--- config.mk ---
export PLATFORM = sky130hd
export DESIGN_NAME = detect_event_logger_flat
export DESIGN_NICKNAME = d
export VERILOG_FILES = /design/src/rtl/detect_event_logger_if.sv /design/src/rtl/detect_event_logger.sv /design/src/flat_wrapper.sv
export SDC_FILE = /design/constraint.sdc
export NUM_CORES = 1
export LEC_CHECK = 0
export CAP_MARGIN = 20
export CORE_ASPECT_RATIO = 1.5
export CORE_MARGIN = 4
export CORE_UTILIZATION = 57
export DETAILED_ROUTE_END_ITERATION = 10
export GPL_TIMING_DRIVEN = 0
export PLACE_DENSITY = 0.79
export SYNTH_ARGS = -nofsm -noshare
export SYNTH_HDL_FRONTEND = slang
export SYNTH_SLANG_ARGS = --single-unit
--- constraint.sdc ---
create_clock -name clk -period 3.1 [get_ports clk]
set_input_delay 0.465 -clock clk [delete_from_list [all_inputs] [get_ports clk]]
set_output_delay 0.465 -clock clk [all_outputs]
set_load 0.02 [all_outputs]
--- src/rtl/detect_event_logger_if.sv ---
// Drain port of the detection event logger: show-ahead valid/ready stream
// carrying one timestamp per entry.
interface detect_event_logger_if #(
    parameter int TS_W = 16
);
    logic            out_valid;
    logic            out_ready;
    logic [TS_W-1:0] out_ts;

    modport master (output out_valid, output out_ts, input out_ready);
    modport slave  (input out_valid, input out_ts, output out_ready);
endinterface

--- src/rtl/detect_event_logger.sv ---
// Timestamps each detection strobe with a free-running counter and queues it
// in a small FIFO drained through a valid/ready port. Saturating event/drop
// counters and a sticky overflow flag give status visibility.
module detect_event_logger #(
    parameter int TS_W  = 16,
    parameter int DEPTH = 4,
    parameter int CNT_W = 8
) (
    input  logic                     clk,
    input  logic                     rst_n,
    input  logic                     detected,
    input  logic                     clear,
    detect_event_logger_if.master    bus,
    output logic [$clog2(DEPTH):0]   level,
    output logic [CNT_W-1:0]         event_count,
    output logic [CNT_W-1:0]         drop_count,
    output logic                     overflow
);
    localparam int            AW       = $clog2(DEPTH);
    localparam logic [AW:0]   FULL_LVL = (AW+1)'(DEPTH);

    logic [TS_W-1:0] ts;
    logic [TS_W-1:0] mem [DEPTH];
    logic [AW-1:0]   head;
    logic [AW-1:0]   tail;
    logic            full;
    logic            empty;
    logic            pop;
    logic            push_ok;
    logic            drop;

    assign full    = (level == FULL_LVL);
    assign empty   = (level == '0);
    assign pop     = !empty && bus.out_ready;
    // A full FIFO still accepts a push when the head leaves on the same edge.
    assign push_ok = detected && (!full || pop);
    assign drop    = detected && full && !pop;

    assign bus.out_valid = !empty;
    // Show-ahead head; forced to zero when nothing is queued.
    assign bus.out_ts    = empty ? '0 : mem[head];

    // Storage needs no reset: it is only observed through a non-empty level.
    always_ff @(posedge clk) begin
        if (push_ok && !clear)
            mem[tail] <= ts;
    end

    // Timestamp, pointers and occupancy; clear overrides any push/pop.
    always_ff @(posedge clk or negedge rst_n) begin
        if (!rst_n) begin
            ts    <= '0;
            head  <= '0;
            tail  <= '0;
            level <= '0;
        end else if (clear) begin
            ts    <= '0;
            head  <= '0;
            tail  <= '0;
            level <= '0;
        end else begin
            ts <= ts + 1'b1;
            if (push_ok)
                tail <= tail + 1'b1;
            if (pop)
                head <= head + 1'b1;
            if (push_ok && !pop)
                level <= level + 1'b1;
            else if (pop && !push_ok)
                level <= level - 1'b1;
        end
    end

    // Status counters: every attempt counts, drops counted separately.
    always_ff @(posedge clk or negedge rst_n) begin
        if (!rst_n) begin
            event_count <= '0;
            drop_count  <= '0;
            overflow    <= 1'b0;
        end else if (clear) begin
            event_count <= '0;
            drop_count  <= '0;
            overflow    <= 1'b0;
        end else begin
            if (detected && event_count != '1)
                event_count <= event_count + 1'b1;
            if (drop) begin
                overflow <= 1'b1;
                if (drop_count != '1)
                    drop_count <= drop_count + 1'b1;
            end
        end
    end
endmodule
--- src/flat_wrapper.sv ---
// flat-port wrapper written by rule: the top's interface ports become plain ports
module detect_event_logger_flat 
#(
    parameter int TS_W  = 16,
    parameter int DEPTH = 4,
    parameter int CNT_W = 8
)
  (clk, rst_n, detected, clear, level, event_count, drop_count, overflow, bus_out_valid, bus_out_ts, bus_out_ready);
  detect_event_logger_if #(.TS_W(TS_W)) bus_i ();
  input  logic clk;
  input  logic rst_n;
  input  logic detected;
  input  logic clear;
  output logic [$clog2(DEPTH):0] level;
  output logic [CNT_W-1:0] event_count;
  output logic [CNT_W-1:0] drop_count;
  output logic overflow;
  output wire logic [$bits(bus_i.out_valid)-1:0] bus_out_valid;
  output wire logic [$bits(bus_i.out_ts)-1:0] bus_out_ts;
  input wire logic [$bits(bus_i.out_ready)-1:0] bus_out_ready;
  assign bus_out_valid = bus_i.out_valid;
  assign bus_out_ts = bus_i.out_ts;
  assign bus_i.out_ready = bus_out_ready;
  detect_event_logger #(.TS_W(TS_W), .DEPTH(DEPTH), .CNT_W(CNT_W)) u_core (.clk(clk), .rst_n(rst_n), .detected(detected), .clear(clear), .bus(bus_i), .level(level), .event_count(event_count), .drop_count(drop_count), .overflow(overflow));
endmodule
==> results of run 1 <==
==> worst paths after layout <==
check / cells after the start / to
setup / recovery: 5 / bus_out_ts[9]
hold / removal: 2 / u_core.event_count[6]$_DFFE_PN0P_
setup reg to reg: 7 / u_core.level[1]$_DFFE_PN0P_
hold reg to reg: 2 / u_core.overflow$_DFFE_PN0P_
max in group asynchronous: 3 / u_core.ts[4]$_DFF_PN0_
min in group asynchronous: 2 / u_core.drop_count[3]$_DFFE_PN0P_
==> state kept, by name, indices dropped and copies added, names as in the netlist <==
| name | cells |
|---|---|
| u_core.tail | 2 |
| u_core.level | 3 |
| u_core.ts | 16 |
| u_core.overflow | 1 |
| u_core.mem | 64 |
| u_core.event_count | 8 |
| u_core.head | 2 |
| u_core.drop_count | 8 |
==> per-layer routing <==
metal  GRT usage  vias up
met4      0.0867        0
met2       0.331       89
met1       0.255     1398
li1            -     1331
met5           0        -
met3      0.0521       11
==> cell families (layout without fill, tap and decap cells) <==
group	Yosys count	in the layout	synth area share
buffers and inverters	22	78	0.0237
flip-flops	104	104	0.637
multiplexers	20	20	0.0872
AO/OA/AOI/OAI	36	36	0.0510
XOR/XNOR	20	20	0.0382
AND/OR/NAND/NOR	118	118	0.140
adder cells (fa/ha/maj)	8	8	0.0234
==> final cells by class <==
cell class	count	area, um2
Buffer	13	81.3
Clock buffer	10	229
Clock inverter	6	68.8
Fill cell	568	2280
Inverter	8	30.0
Multi-Input combinational cell	202	1560
Sequential cell	104	2920
Tap cell	102	128
Timing Repair Buffer	41	415
==> layout by cell type (no fill, tap or decap), types with 9 or more instances in the layout <==
master | Yosys | routed
mux4_2 | 16 | 16
dfrtp_1 | 40 | 40
nor2_1 | 34 | 34
nand2_1 | 12 | 12
clkbuf_16 | 0 | 9
clkdlybuf4s50_1 | 0 | 38
a21oi_1 | 10 | 10
xnor2_1 | 9 | 9
xor2_1 | 11 | 11
nand3_1 | 11 | 11
o21ai_0 | 9 | 9
and2_1 | 21 | 21
edfxtp_1 | 64 | 64
==> Yosys cell counts, drive strengths merged (2+ instances only) <==
cell	number	share of area
nor2	34	0.028
nand2b	2	0.0027
buf	9	0.013
a21oi	10	0.011
inv	8	0.0065
xnor2	9	0.017
o21ai	9	0.0098
xor2	11	0.021
and4	3	0.0057
or3	3	0.0044
nand2	12	0.0098
edfxtp	64	0.42
or4	2	0.0033
o211ai	2	0.0033
clkbuf	5	0.0041
a31oi	2	0.0027
o311ai	3	0.0057
dfrtp	40	0.22
nand3	12	0.014
nor4	3	0.0041
and2	22	0.030
and3	3	0.0041
nand4	7	0.0095
ha	7	0.019
nand3b	2	0.0033
mux2i	4	0.0087
o41ai	4	0.0076
mux4	16	0.079
nor3	8	0.0087
==> power by group through the flow <==
stage | Combinational [uW] | Clock, uW | Sequential, uW
finish | 1130 | 1110 | 1610
global route | 1220 | 1200 | 1620
CTS | 1160 | 1130 | 1600
detailed placement | 1140 | 0 | 1630
global placement | 1120 | 0 | 1630
floorplan | 686 | 0 | 1640
==> per-stage QoR <==
stage               cell area, um2  setup TNS, ns  total power (uW)
floorplan                     4590              0              2330
global placement              5110              0              2750
detailed placement            5120         -0.102              2770
CTS                           5430              0              3890
global route                  5430              0              4040
finish                        5430              0              3850
==> critical path, delay by kind of cell, from the launching register on <==
| kind | cells | cell delay [ns] |
|---|---|---|
| AND/OR/NAND/NOR | 1 | 0.17 |
| flip-flops | 1 | 0.32 |
| buffers and inverters | 3 | 1.06 |
| multiplexers | 1 | 0.52 |
==> repair_timing <==
action,in CTS,in global routing
hold buffers,1,0
resized for setup,2,1
endpoints found under the hold margin,4,0
setup endpoints to repair,9,4
==> flow_summary.json, run 1 <==
{
  "fin_util": 0.705,
  "rows": 39,
  "gp_congestion": 0.798,
  "ys_warn_count": 0,
  "p_sw_uw": 1120,
  "yosysUniqueCellTypes": 46,
  "path_max_fanout": 10,
  "grt_setup_unrepaired": "no",
  "grt.overflow.total": 0,
  "path_cells": "clkbuf_4 > buf_4 > mux4_2 > and2_1 > clkdlybuf4s50_1",
  "first_pass_iters": 5,
  "wl_per_cell_um": 17.8,
  "cp_data_required_time_ns": 2.63,
  "grt_usage": 0.204,
  "cp_slowest_cell": "clkdlybuf4s50_1",
  "die_w_um": 81.3,
  "hold_path_class": "primary input to flip-flop",
  "numCtsBuffers": 9,
  "drc": 0,
  "drive_gt1_frac": 0.122,
  "max_stage_delay_ns": 0.54,
  "finalSetupViolCount": 0,
  "synth_cells": 328,
  "setup.worst_path.start": "u_core.head[0]$_DFFE_PN0P_",
  "peakVddDrop_uv": 381,
  "ctsLongestPathBuffers": 2,
  "fin_cells": 486,
  "met1_length_um": 3440,
  "pwr-share-clk": 0.288,
  "antenna_found_initial": 0,
  "clk_latency_ns": 0.34,
  "place_inst": 470,
  "ys_seq_elements": 104,
  "num_io_pins": 42,
  "internal_power_uw": 2730,
  "wl_met3_um": 377,
  "final.period_utilization": 0.933,
  "worst_slack_ns": 0.208,
  "holdWs_ns": 0.351,
  "die_y_um": 118,
  "final_nets": 392,
  "crit_type": "flip-flop to output port",
  "ys.flop_type": "edfxtp_1",
  "die_area_um2": 9580,
  "ant_nets": 0,
  "ys_seq_area_frac": 0.637,
  "diodes": 0,
  "finalHoldViolCount": 0,
  "drt-total-wl_um": 8650,
  "cts.htree.levels": 3,
  "area_delta_synth_final_pct": 18.4,
  "min_period_ns": 2.89,
  "cts.sinks": 104,
  "pwr-share-seq": 0.418,
  "syn_area_per_cell_um2": 14.0,
  "core_um2": 7710,
  "grt_pass1_vias": 2889,
  "status": "complete, no violations",
  "root_buffer": "clkbuf_16",
  "timing.fmax_mhz": 346,
  "p_leak_uw": 0.00197,
  "vias": 2829,
  "cts_tree": "done",
  "hold_start": "clear",
  "skew_ns": 0.00919,
  "dpl.hpwl_um": 5760,
  "syn_nets": 341,
  "routed_via_density": 5.82,
  "synth_area_um2": 4590,
  "io_buffers": 39,
  "highest_layer": "met4",
  "clkTransAtPathRegs_ns": 0.07,
  "post_cts_buffers": 0,
  "grt_pass1_wl_um": 14600,
  "power_density_nw_per_um2": 709,
  "wl_met2_um": 4690,
  "grt_max_degree": 37,
  "initial_utilization": 0.595,
  "crit_path_end_kind": "output port",
  "relSlewSlack": 0.401,
  "sw_frac_of_total": 0.290,
  "arrival_ns": 2.43,
  "worst_pin_slew_ns": 0.899,
  "synth_edf_count": 64,
  "maxSlewViolCount": 0,
  "reg2reg_from": "u_core.level[1]$_DFFE_PN0P_",
  "drv_cap": 0,
  "place_ws_ns": -0.00712,
  "drtIter0Drc": 262,
  "crit_path_start_kind": "flip-flop",
  "async_flop_share": 0.385,
  "combPwrFrac": 0.294,
  "reg2reg_slack_ns": 0.44
}
No activity file was read; power rests on OpenSTA's default activity.
==> run 2, diff against run 1 <==
--- a/config.mk
+++ b/config.mk
@@ -6,12 +6,15 @@
 export NUM_CORES = 1
 export LEC_CHECK = 0
 export CAP_MARGIN = 20
+export CELL_PAD_IN_SITES_DETAIL_PLACEMENT = 0
+export CELL_PAD_IN_SITES_GLOBAL_PLACEMENT = 1
 export CORE_ASPECT_RATIO = 1.5
 export CORE_MARGIN = 4
-export CORE_UTILIZATION = 57
+export CORE_UTILIZATION = 47
+export CTS_CLUSTER_SIZE = 40
 export DETAILED_ROUTE_END_ITERATION = 10
 export GPL_TIMING_DRIVEN = 0
-export PLACE_DENSITY = 0.79
+export PLACE_DENSITY_LB_ADDON = 0.1
 export SYNTH_ARGS = -nofsm -noshare
 export SYNTH_HDL_FRONTEND = slang
 export SYNTH_SLANG_ARGS = --single-unit
==> run 2 against run 1 <==
- clock power up 13%
- setup slack improved by 0.015 ns
- clock-buffer cell count grew 1
- non-clock buffer count decreased by 1
- hold slack worse by 0.25 ns
- register-to-register slack better by 0.06 ns
- power grew 3.6%
- core utilization shrank 12 points
- critical endpoint is now bus_out_ts[8]
==> flow_summary.json, run 2 (synthesized netlist as in run 1, its figures left out) <==
{
  "status": "complete, no violations",
  "p_leak_uw": 0.00198,
  "root_buffer": "clkbuf_16",
  "antenna_found_initial": 0,
  "routed_via_density": 5.61,
  "die_w_um": 88.7,
  "rows": 43,
  "clk_latency_ns": 0.34,
  "grt_max_degree": 22,
  "core_um2": 9420,
  "skew_ns": 0.00697,
  "cp_data_required_time_ns": 2.63,
  "crit_path_end_kind": "output port",
  "reg2reg_from": "u_core.level[1]$_DFFE_PN0P_",
  "cts.htree.levels": 3,
  "drt-total-wl_um": 8870,
  "dpl.hpwl_um": 5900,
  "diodes": 0,
  "initial_utilization": 0.487,
  "finalHoldViolCount": 0,
  "ant_nets": 0,
  "place_inst": 480,
  "clkTransAtPathRegs_ns": 0.07,
  "final_nets": 391,
  "timing.fmax_mhz": 348,
  "arrival_ns": 2.41,
  "hold_path_class": "primary input to async pin",
  "worstSetupEndpoint": "bus_out_ts[8]",
  "reg_top3": "u_core.mem x64, u_core.ts x16",
  "ctsLongestPathBuffers": 2,
  "reg2reg_slack_ns": 0.50,
  "setup.worst_path.start": "u_core.head[0]$_DFFE_PN0P_",
  "drc": 0,
  "worst_pin_slew_ns": 0.931,
  "vias": 2779,
  "grt_setup_unrepaired": "no",
  "grtUsageMet1": 0.210,
  "cts.sinks": 104,
  "fin_util": 0.582,
  "drtIter0Drc": 123,
  "final.period_utilization": 0.928,
  "grt_usage": 0.174,
  "cts_tree": "done",
  "io_buffers": 39,
  "largest_reg_flops": 64,
  "gp_congestion": 0.755,
  "largest-register": "u_core.mem",
  "final_cell_mix": "64 x edfxtp_1, 40 x dfrtp_1, 38 x clkdlybuf4s50_1",
  "grt_pass1_wl_um": 14700,
  "drive_gt1_frac": 0.117,
  "r2r_cells": 8,
  "drv_cap": 0,
  "final_common_cell": "edfxtp_1",
  "crit_type": "flip-flop to output port",
  "grt.overflow.total": 0,
  "die_area_um2": 11400,
  "grt_pass1_vias": 2853,
  "gr-usage-met3": 0.0274,
  "numCtsBuffers": 9,
  "finalSetupViolCount": 0,
  "cts_hold_buf": 0,
  "area_delta_synth_final_pct": 19.4,
  "path_max_fanout": 10,
  "fin_cells": 495,
  "num_io_pins": 42,
  "busiest_layer": "met2",
  "relSlewSlack": 0.380,
  "wl_per_cell_um": 17.9,
  "maxSlewViolCount": 0,
  "min_period_ns": 2.88,
  "crit_path_start_kind": "flip-flop",
  "first_pass_iters": 4,
  "worstReg2RegEnd": "u_core.level[2]$_DFFE_PN0P_",
  "peakVddDrop_uv": 489,
  "die_y_um": 129,
  "power_density_nw_per_um2": 728,
  "met2_usage": 0.305
}
## run 2: cell count changes in the layout (fill, tap and decap cells not counted)
cell           before  now
dlygate4sd3_1       1    0
clkbuf_1            5    6
bufinv_16           1    3
clkinv_1            0    1
buf_12              1    0
buf_16              0    1
clkinv_2            1    0
clkinvlp_4          1    0
clkinv_4            2    0
## run 2: worst min-delay path by stage
stage	from	to	slack [ns]	depth (start not counted)
after detailed placement	rst_n	u_core.drop_count[3]$_DFFE_PN0P_	0.47	1
after CTS	rst_n	u_core.drop_count[3]$_DFFE_PN0P_	0.11	1
after floorplan	rst_n	u_core.drop_count[0]$_DFFE_PN0P_	0.17	0
after global placement	u_core.overflow$_DFFE_PN0P_	u_core.overflow$_DFFE_PN0P_	0.48	2
final	rst_n	u_core.drop_count[3]$_DFFE_PN0P_	0.10	1
after global routing	rst_n	u_core.drop_count[3]$_DFFE_PN0P_	0.13	1
## run 2: per-layer routing
| metal | part of all wire | up-vias |
|---|---|---|
| met5 | 0 | - |
| met3 | 0.031 | 12 |
| met1 | 0.40 | 1382 |
| li1 | - | 1326 |
| met2 | 0.55 | 59 |
| met4 | 0.019 | 0 |
## run 2: critical path, cell delays in order, from the launching register on
cell and delay [ns]:
dfrtp_1 0.32, clkbuf_4 0.25, buf_4 0.28, mux4_2 0.52
and2_1 0.17, clkdlybuf4s50_1 0.53
## run 2: timing repair
| item | 4_1_cts | 5_1_grt |
|---|---|---|
| cloned | 0 | 0 |
| endpoints found under the setup margin | 9 | 9 |
| gates resized for setup | 2 | 1 |
| buffers inserted | 0 | 0 |
| endpoints found under the hold margin | 0 | 0 |
## run 2: power breakdown
| group | internal (uW) | switching [uW] | total, uW |
|---|---|---|---|
| logic | 559 | 571 | 1130 |
| registers | 1540 | 67.9 | 1610 |
| clock network | 789 | 458 | 1250 |
| total | 2890 | 1100 | 3990 |
## run 2: final cells by class
type,count,area [um2]
Fill cell,789,3940
Clock inverter,5,103
Inverter,8,30.0
Clock buffer,11,233
Buffer,13,81.3
Tap cell,112,140
Sequential cell,104,2920
Timing Repair Buffer,40,413
Multi-Input combinational cell,202,1560
## run 2: through the flow
step / instance area (um2) / TNS, ns / worst slack, ns / hold slack (ns) / total power, uW
6_report: 5480 / 0 / 0.224 / 0.101 / 3990
5_1_grt: 5480 / 0 / 0.0776 / 0.134 / 4190
4_1_cts: 5480 / 0 / 0.0399 / 0.106 / 4040
3_5_place_dp: 5140 / -4.12 / -0.0932 / 0.471 / 2790
3_3_place_gp: 5120 / -5.69 / -0.0974 / 0.482 / 2780
2_1_floorplan: 4590 / 0 / 0.565 / 0.169 / 2330
==> run 3, diff against run 2 <==
--- a/config.mk
+++ b/config.mk
@@ -10,7 +10,7 @@
 export CELL_PAD_IN_SITES_GLOBAL_PLACEMENT = 1
 export CORE_ASPECT_RATIO = 1.5
 export CORE_MARGIN = 4
-export CORE_UTILIZATION = 47
+export CORE_UTILIZATION = 35
 export CTS_CLUSTER_SIZE = 40
 export DETAILED_ROUTE_END_ITERATION = 10
 export GPL_TIMING_DRIVEN = 0
==> run 3 against run 2 <==
- combinational power is essentially flat
- non-clock buffer count up 1
- sequential share of layout area shrank 0.23 points
- die area grew 31%
- final cell count is 9.7% higher
- critical path depth unchanged
- core utilization shrank 16 points
- setup slack got worse by 0.10 ns
- critical path type unchanged
- critical endpoint is now bus_out_ts[12]
==> flow_summary.json, run 3 (synthesized netlist as in run 1, its figures left out) <==
{
  "status": "complete, no violations",
  "largest_reg_flops": 64,
  "drv_cap": 0,
  "maxSlewViolCount": 0,
  "regArea_um2": 2920,
  "final_nets": 392,
  "dpl.hpwl_um": 6330,
  "cts-resized-gates": 2,
  "p_leak_uw": 0.00196,
  "finalHoldViolCount": 0,
  "area_delta_synth_final_pct": 19.9,
  "holdWs_ns": 0.0563,
  "worstReg2RegEnd": "u_core.level[2]$_DFFE_PN0P_",
  "gp_congestion": 0.727,
  "drtIter0Drc": 107,
  "reg2reg_slack_ns": 0.46,
  "drt-total-wl_um": 9450,
  "num_io_pins": 42,
  "arrival_ns": 2.51,
  "core_um2": 12900,
  "diodes": 0,
  "post_cts_buffers": 0,
  "max_stage_delay_ns": 0.53,
  "largest-register": "u_core.mem",
  "grt_usage": 0.139,
  "grt_pass1_vias": 2942,
  "worst_pin_slew_ns": 0.957,
  "cp_data_required_time_ns": 2.63,
  "reg2reg_from": "u_core.level[1]$_DFFE_PN0P_",
  "grt_pass1_wl_um": 15900,
  "peakVddDrop_uv": 332,
  "fillCellCount": 1251,
  "die_w_um": 101,
  "wl_met2_um": 5030,
  "final.period_utilization": 0.961,
  "clk_latency_ns": 0.34,
  "r2r_cells": 8,
  "cts.sinks": 104,
  "root_buffer": "clkbuf_16",
  "critPathTopFamily": "buffers and inverters",
  "wl_per_cell_um": 17.4,
  "hold_path_class": "primary input to async pin",
  "cts.htree.levels": 3,
  "path_cells": "clkbuf_1 > buf_2 > mux4_2 > and2_1 > clkdlybuf4s50_1",
  "crit_type": "flip-flop to output port",
  "grt.overflow.total": 0,
  "skew_ns": 0.00618,
  "met1_length_um": 3960,
  "finalSetupViolCount": 0,
  "min_period_ns": 2.98,
  "die_y_um": 148,
  "crit_path_start_kind": "flip-flop",
  "path_max_fanout": 10,
  "cts_tree": "done",
  "antenna_found_initial": 0,
  "ant_nets": 0,
  "initial_utilization": 0.356,
  "cp_slowest_cell": "clkdlybuf4s50_1",
  "first_pass_iters": 4,
  "reg_top3": "u_core.mem x64, u_core.ts x16",
  "routed_via_density": 5.06,
  "highest_layer": "met4",
  "die_area_um2": 15000,
  "drc": 0,
  "ctsLongestPathBuffers": 2,
  "rows": 51,
  "grt_max_degree": 25,
  "timing.fmax_mhz": 336,
  "cts_hold_buf": 0,
  "final_common_cell": "edfxtp_1",
  "multi_input_area_um2": 1560,
  "fin_util": 0.427,
  "drive_gt1_frac": 0.128,
  "relSlewSlack": 0.362,
  "numCtsBuffers": 9,
  "grt_setup_unrepaired": "no",
  "power_density_nw_per_um2": 708,
  "crit_buf_inv": 3,
  "crit_path_end_kind": "output port",
  "final_cell_mix": "64 x edfxtp_1, 40 x dfrtp_1, 38 x clkdlybuf4s50_1",
  "vias": 2750,
  "wl_met3_um": 305,
  "clkTransAtPathRegs_ns": 0.07,
  "io_buffers": 39,
  "setup_tns_ns": 0
}
## run 3: cell type report
class                      count  share of cell area
sequential                   104               0.531
buffer                        14              0.0150
tap                          159              0.0361
clock inverter                 7              0.0145
inverter                       8             0.00546
clock buffer                   9              0.0409
timing repair buffer          40              0.0737
multi-input combinational    202               0.283
## run 3: report_power, final
part	switching (uW)	total [uW]	internal, uW
Clock	520	1160	636
Combinational	582	1140	557
Sequential	58.9	1600	1540
Total	1160	3890	2730
## run 3: metal layers
metal  track usage  vias to the layer above
met3        0.0211                       10
met5             0                        -
met1         0.173                     1356
li1              -                     1332
met4        0.0479                        0
met2         0.244                       52
## run 3: how the worst max path moves through the flow
| stage | start | to | depth (start not counted) |
|---|---|---|---|
| 2_1_floorplan | u_core.level[1]$_DFFE_PN0P_ | u_core.level[1]$_DFFE_PN0P_ | 7 |
| 3_3_place_gp | detected | u_core.mem[1][14]$_DFFE_PP_ | 6 |
| 3_5_place_dp | detected | u_core.mem[0][14]$_DFFE_PP_ | 6 |
| 4_1_cts | u_core.head[1]$_DFFE_PN0P_ | bus_out_ts[12] | 5 |
| 5_1_grt | u_core.head[0]$_DFFE_PN0P_ | bus_out_ts[12] | 5 |
| 6_report | u_core.head[1]$_DFFE_PN0P_ | bus_out_ts[12] | 5 |
## run 3: worst register-to-register path: stages, from the launching register on
cell and delay (ns):
dfrtp_1 0.47, nor4b_4 0.53, nand2b_1 0.29, a21oi_1 0.08, fa_1 0.42, or3b_2 0.47
o21ai_0 0.10, nand2b_1 0.07, a31oi_1 0.15
## run 3: through the flow
stage,cells,worst slack [ns],power (uW),cell area (um2)
after floorplan,328,0.565,2330,4590
after global placement,526,-0.135,2790,5180
after detailed placement,527,-0.221,2800,5190
after CTS,543,0.0394,3970,5500
after global routing,543,0.00455,4110,5500
final,543,0.121,3890,5500
